<file path="config.mk">
export PLATFORM = sky130hd
export DESIGN_NAME = keccak_vec_sequencer
export DESIGN_NICKNAME = d
export VERILOG_FILES = /design/src/rtl/keccak_vec_sequencer.sv
export SDC_FILE = /design/constraint.sdc
export NUM_CORES = 1
export LEC_CHECK = 0
export ABC_CLOCK_PERIOD_IN_PS = 4000
export CAP_MARGIN = 20
export CORE_MARGIN = 2
export CORE_UTILIZATION = 30
export DETAILED_ROUTE_END_ITERATION = 7
export GPL_TIMING_DRIVEN = 0
export PLACE_DENSITY = 0.5
export RECOVER_POWER = 50
export REMOVE_ABC_BUFFERS = 1
export SYNTH_ARGS = -nofsm -noshare
export SYNTH_HDL_FRONTEND = slang
export SYNTH_SLANG_ARGS = --single-unit
</file>
<file path="constraint.sdc">
create_clock -name clk -period 4 [get_ports clk]
set_input_delay 0.8 -clock clk [delete_from_list [all_inputs] [get_ports clk]]
set_output_delay 0.8 -clock clk [all_outputs]
set_load 0.01 [all_outputs]
</file>
<file path="src/rtl/keccak_vec_sequencer.sv">
// Keccak test-vector sequencer: walks a packed vector image in a 1-cycle-latency
// memory and feeds each test's words to the core, one test per finish_hash edge.
module keccak_vec_sequencer #(
  parameter int unsigned       ADDR_W       = 32,
  parameter logic [ADDR_W-1:0] BASE_ADDR    = '0,
  parameter int unsigned       HASH_TIMEOUT = 4096
) (
  input  logic              clk,
  input  logic              rst_n,
  input  logic              start,
  output logic [ADDR_W-1:0] mem_addr,
  output logic              mem_rd,
  input  logic [63:0]       mem_rdata,
  output logic [2:0]        core_cmode,
  output logic [10:0]       core_d,
  output logic [63:0]       core_data,
  output logic              core_valid,
  input  logic              core_ready,
  output logic              core_first,
  output logic              core_last,
  input  logic              finish_hash,
  output logic              busy,
  output logic              done,
  output logic [10:0]       test_idx,
  output logic              fmt_err,
  output logic              timeout
);

  localparam int unsigned CNT_W = 11;
  localparam int unsigned NW_W  = 16;
  localparam int unsigned TMR_W = $clog2(HASH_TIMEOUT + 1);

  typedef enum logic [2:0] {
    S_IDLE, S_RD_CNT, S_RD_HDR, S_RD_DAT, S_SEND, S_WAIT_HASH, S_DONE
  } state_t;

  state_t             state, state_nxt;
  logic [ADDR_W-1:0]  ptr, ptr_nxt;
  logic [CNT_W-1:0]   n_tests, n_tests_nxt;
  logic [NW_W-1:0]    remaining, remaining_nxt;
  logic               first_pend, first_pend_nxt;
  logic [TMR_W-1:0]   timer, timer_nxt;
  logic               fh_prev;
  logic               fh_rise;
  logic [CNT_W-1:0]   idx_inc;

  logic [2:0]         cmode_nxt;
  logic [10:0]        d_nxt;
  logic [63:0]        data_nxt;
  logic               valid_nxt, first_nxt, last_nxt;
  logic               busy_nxt, done_nxt, fmt_err_nxt, timeout_nxt;
  logic [CNT_W-1:0]   test_idx_nxt;
  logic               rd_c;
  logic [ADDR_W-1:0]  addr_c;

  assign fh_rise = finish_hash & ~fh_prev;
  assign idx_inc = test_idx + CNT_W'(1);

  // The read request is decoded in the issuing cycle so the 1-cycle memory
  // returns data in the very next state.
  assign mem_rd   = rd_c;
  assign mem_addr = addr_c;

  always_comb begin
    state_nxt      = state;
    ptr_nxt        = ptr;
    n_tests_nxt    = n_tests;
    remaining_nxt  = remaining;
    first_pend_nxt = first_pend;
    timer_nxt      = timer;
    cmode_nxt      = core_cmode;
    d_nxt          = core_d;
    data_nxt       = core_data;
    valid_nxt      = core_valid;
    first_nxt      = core_first;
    last_nxt       = core_last;
    done_nxt       = done;
    test_idx_nxt   = test_idx;
    fmt_err_nxt    = fmt_err;
    timeout_nxt    = timeout;
    rd_c           = 1'b0;
    addr_c         = ptr;

    case (state)
      S_IDLE, S_DONE: begin
        addr_c = BASE_ADDR;
        if (start) begin
          rd_c         = 1'b1;
          ptr_nxt      = BASE_ADDR + ADDR_W'(1);
          test_idx_nxt = '0;
          done_nxt     = 1'b0;
          fmt_err_nxt  = 1'b0;
          timeout_nxt  = 1'b0;
          state_nxt    = S_RD_CNT;
        end
      end
      S_RD_CNT: begin
        n_tests_nxt = mem_rdata[10:0];
        if (mem_rdata[10:0] == CNT_W'(0)) begin
          done_nxt  = 1'b1;
          state_nxt = S_DONE;
        end else begin
          rd_c      = 1'b1;
          ptr_nxt   = ptr + ADDR_W'(1);
          state_nxt = S_RD_HDR;
        end
      end
      S_RD_HDR: begin
        cmode_nxt      = mem_rdata[2:0];
        d_nxt          = mem_rdata[18:8];
        remaining_nxt  = mem_rdata[47:32];
        first_pend_nxt = 1'b1;
        if (mem_rdata[47:32] == NW_W'(0)) begin
          fmt_err_nxt = 1'b1;
          done_nxt    = 1'b1;
          state_nxt   = S_DONE;
        end else begin
          rd_c      = 1'b1;
          ptr_nxt   = ptr + ADDR_W'(1);
          state_nxt = S_RD_DAT;
        end
      end
      S_RD_DAT: begin
        data_nxt  = mem_rdata;
        valid_nxt = 1'b1;
        last_nxt  = (remaining == NW_W'(1));
        first_nxt = first_pend;
        state_nxt = S_SEND;
      end
      S_SEND: begin
        if (core_ready) begin
          valid_nxt      = 1'b0;
          first_pend_nxt = 1'b0;
          if (core_last) begin
            timer_nxt = '0;
            state_nxt = S_WAIT_HASH;
          end else begin
            remaining_nxt = remaining - NW_W'(1);
            rd_c          = 1'b1;
            ptr_nxt       = ptr + ADDR_W'(1);
            state_nxt     = S_RD_DAT;
          end
        end
      end
      S_WAIT_HASH: begin
        // A finish edge on the expiry cycle still counts the test.
        if (fh_rise) begin
          test_idx_nxt = idx_inc;
          if (idx_inc == n_tests) begin
            done_nxt  = 1'b1;
            state_nxt = S_DONE;
          end else begin
            rd_c      = 1'b1;
            ptr_nxt   = ptr + ADDR_W'(1);
            state_nxt = S_RD_HDR;
          end
        end else if (timer == TMR_W'(HASH_TIMEOUT - 1)) begin
          timeout_nxt = 1'b1;
          done_nxt    = 1'b1;
          state_nxt   = S_DONE;
        end else begin
          timer_nxt = timer + TMR_W'(1);
        end
      end
      default: state_nxt = S_IDLE;
    endcase

    busy_nxt = (state_nxt != S_IDLE) && (state_nxt != S_DONE);
  end

  // State and registered outputs.
  always_ff @(posedge clk or negedge rst_n) begin
    if (!rst_n) begin
      state      <= S_IDLE;
      ptr        <= BASE_ADDR;
      n_tests    <= '0;
      remaining  <= '0;
      first_pend <= 1'b0;
      timer      <= '0;
      fh_prev    <= 1'b0;
      core_cmode <= '0;
      core_d     <= '0;
      core_data  <= '0;
      core_valid <= 1'b0;
      core_first <= 1'b0;
      core_last  <= 1'b0;
      busy       <= 1'b0;
      done       <= 1'b0;
      test_idx   <= '0;
      fmt_err    <= 1'b0;
      timeout    <= 1'b0;
    end else begin
      state      <= state_nxt;
      ptr        <= ptr_nxt;
      n_tests    <= n_tests_nxt;
      remaining  <= remaining_nxt;
      first_pend <= first_pend_nxt;
      timer      <= timer_nxt;
      fh_prev    <= finish_hash;
      core_cmode <= cmode_nxt;
      core_d     <= d_nxt;
      core_data  <= data_nxt;
      core_valid <= valid_nxt;
      core_first <= first_nxt;
      core_last  <= last_nxt;
      busy       <= busy_nxt;
      done       <= done_nxt;
      test_idx   <= test_idx_nxt;
      fmt_err    <= fmt_err_nxt;
      timeout    <= timeout_nxt;
    end
  end

endmodule

</file>
==> out/results.ini <==
[timing]
worst_pin_slew_ns = 1.93
rsz0062_at_grt = no
slew_violations = 70
finalSetupViolCount = 0
fin_setup_tns_ns = 0
setup_slack_ns = 0.369
slew_headroom_pct = -28.4
fin_crit_sh_pct = 90.8
max_freq_mhz = 275
final.min_clock_period_ns = 3.63
hold_viol_final = 0
skew_ns = 0.0171

[power]
combinationalPowerShare_pct = 43.5
p_per_area_nw_per_um2 = 697
internal-power_mw = 5.14
swShare_pct = 36.5
power_frac_seq_pct = 35.7
ir_drop_mv = 0.349
total_power_mw = 8.10
p_switching_mw = 2.96
leakage_nw = 4.59
power_frac_clock_pct = 20.8

[worst_hold_path]
min_from = first_pend$_DFFE_PN0P_
hold_path_end = first_pend$_DFFE_PN0P_
hp-class = flop to flop
min_path_cells = 1

[cts]
htree_levels = 4
cts_root_buffer = clkbuf_16
cts.path.max_buffers = 2
cts_made_buffers = 17
cts_tree = yes
clk_latency_ns = 0.43
clk_pin_slew_ns = 0.07
cts.sinks = 173

[route]
drtIter0Drc = 494
drc = 0
first_pass_iters = 7
viasPerCell = 4.84
avgRoutedWirePerCell_um = 16.8
vias = 6690
ant_nets = 0
routed_wl_um = 23200

[synth]
ys_seq_area_share_pct = 50.7
synth_edf_count = 0
synthesis.area_um2 = 8540
ys_ff_latch = 173
synthSimpleGateAreaFrac_pct = 18.2
synthDistinctLibCells = 72
synthAdderAreaFrac_pct = 0.733
yosys_warnings = 0
synth_cells = 797
synth_xor_area_share_pct = 3.18
synth_async_sr_flop_share_pct = 100
synth-compound-area-share_pct = 11.9
synth_top_family_by_area = simple AND/OR/NAND/NOR gates
synth_area_per_cell_um2 = 10.7
muxShareOfSynthArea_pct = 12.4
ys.flop_type = dfrtp_1

[place]
dp_slack_ns = -0.354
gp_congestion = 0.779
dp.cells = 1340
numPortBuffers = 197
dp.final_hpwl_um = 16400

[critical_path]
path_cells = nor2b_1 > and2_4 > o22a_4 > a21boi_4 > and3_4 > nand2_1 > dlymetal6s2s_1
end_kind = primary output
reg2reg_from = state[2]$_DFF_PN0_
critPathArrivalTime_ns = 2.83
cp_slowest_cell = dfrtp_1
slowest_delay_ns = 0.53
reg2reg_to = ptr[22]$_DFFE_PN0P_
critPathMaxFanout = 18
r2r_cells = 8
cp-start-kind = flop
crit_required_ns = 3.20
rrSetupSlack_ns = 0.69
path_class = flop to primary output

[run_status]
violations = capacitance limit, slew limit
status = complete, but fails checks

[grt]
grt_max_degree = 105
grt-ovfl-total = 0
first_global_vias = 6775
grt_pass1_wl_um = 37700
grt_antenna_before_repair = 2
grt_usage_pct = 15.6

[layout]
nFillCells = 2755
layout_common_cells = clkdlybuf4s50_1, dfrtp_1, mux2_2
drive_above_1_share_pct = 18.7
syn2layout_area_growth_pct = 36.1
final_cell_count_no_fill = 1382
final_common_cell = clkdlybuf4s50_1
finalNetCount = 1063

[floorplan]
die-width_um = 173
rows = 61
num_io_pins = 198
dieArea_um2 = 29800
die_h_um = 173
start_util_pct = 30.6
core_area_um2 = 27900

[job]
maxCapViolCount = 1

## power groups by stage
stage                     combinational (mW)  clock [mW]  sequential (mW)
after global placement                  3.45           0             2.90
final                                   3.52        1.69             2.89
after global routing                    3.83        1.81             2.99
after CTS                               3.58        1.74             2.91
after detailed placement                3.52           0             2.92
after floorplan                         1.68           0             3.02
## cells by family after synthesis
| group | Yosys count |
|---|---|
| flip-flops | 173 |
| XOR/XNOR | 31 |
| buffers and inverters | 53 |
| AO/OA/AOI/OAI | 150 |
| AND/OR/NAND/NOR | 291 |
| adder cells (fa/ha/maj) | 5 |
| multiplexers | 94 |
## cell usage after synthesis (9+ instances only)
library cell | instances | share of area (%)
clkbuf_1 | 19 | 0.84
nand3_1 | 18 | 1.1
inv_1 | 11 | 0.48
xor2_1 | 15 | 1.5
nand2b_1 | 9 | 0.66
mux2_2 | 92 | 12
o31ai_1 | 9 | 0.79
nor2b_1 | 30 | 2.2
nor2_1 | 57 | 2.5
dfrtp_1 | 173 | 51
a21oi_1 | 35 | 2.1
nand2_1 | 74 | 3.3
buf_1 | 9 | 0.40
and3_1 | 14 | 1.0
nor3_1 | 15 | 0.88
xnor2_1 | 16 | 1.6
nor4_1 | 9 | 0.66
or3_1 | 15 | 1.1
o21ai_0 | 42 | 2.5
## through the flow
stage	hold WS, ns	util, %	area, um^2
2_1_floorplan	0.446	-	8340
4_1_cts	0.344	41.7	11600
3_5_place_dp	0.470	39.1	10900
3_3_place_gp	0.462	38.6	10800
5_1_grt	0.515	41.6	11600
6_report	0.491	41.6	11600
## how the worst max path moves through the flow
| stage | end | slack [ns] | start |
|---|---|---|---|
| after floorplan | mem_rd | -0.40 | state[1]$_DFF_PN0_ |
| after global placement | core_data[0]$_DFFE_PN0P_ | -5.82 | rst_n |
| after detailed placement | mem_rd | -0.35 | mem_rdata[2] |
| after CTS | mem_rd | 0.02 | test_idx[1]$_DFFE_PN0P_ |
| after global routing | mem_rd | 0.18 | state[0]$_DFF_PN0_ |
| final | mem_rd | 0.37 | state[2]$_DFF_PN0_ |
## repair_timing
action                                  in CTS  in global routing
buffers inserted                             4                  3
cloned                                       1                  0
pin swaps                                    5                  3
hold buffers                                 0                  0
endpoints found under the setup margin       1                  1
gates resized for setup                     19                  4
## worst max-delay path: cells and delay by family, from the launching register on
family                 cells  cell delay [ns]
DFF                        1             0.53
buffers and inverters      1             0.18
and+or+nand+nor            4             1.22
AOI/OAI and AO/OA          2             0.46
## routing by layer
metal	vias to the layer above	track usage, %	routed length (um)
met4	0	3.35	186
met1	3254	20.8	10900
li1	3255	-	-
met2	164	24.6	10500
met3	17	5.36	1600
met5	-	0	0
## cell type report
cell class                      instances  area, um^2  area share (%)
Antenna cell                            2        5.00          0.0431
Clock buffer                           17         425            3.66
Clock inverter                         15         168            1.44
Inverter                               12        45.0           0.388
Multi-Input combinational cell        572        4050            34.8
Sequential cell                       173        4330            37.3
Tap cell                              378         473            4.07
Timing Repair Buffer                  213        2130            18.3
## flip-flops by register name, summed over array words and instances, names as in the netlist
signal,count
core_valid,1
ptr,32
first_pend,1
core_last,1
timer,13
test_idx,11
state,3
core_d,11
fmt_err,1
core_first,1
n_tests,11
core_data,64
busy,1
core_cmode,3
timeout,1
done,1
fh_prev,1
remaining,16
Note: power is estimated with default switching activity, not from simulation.
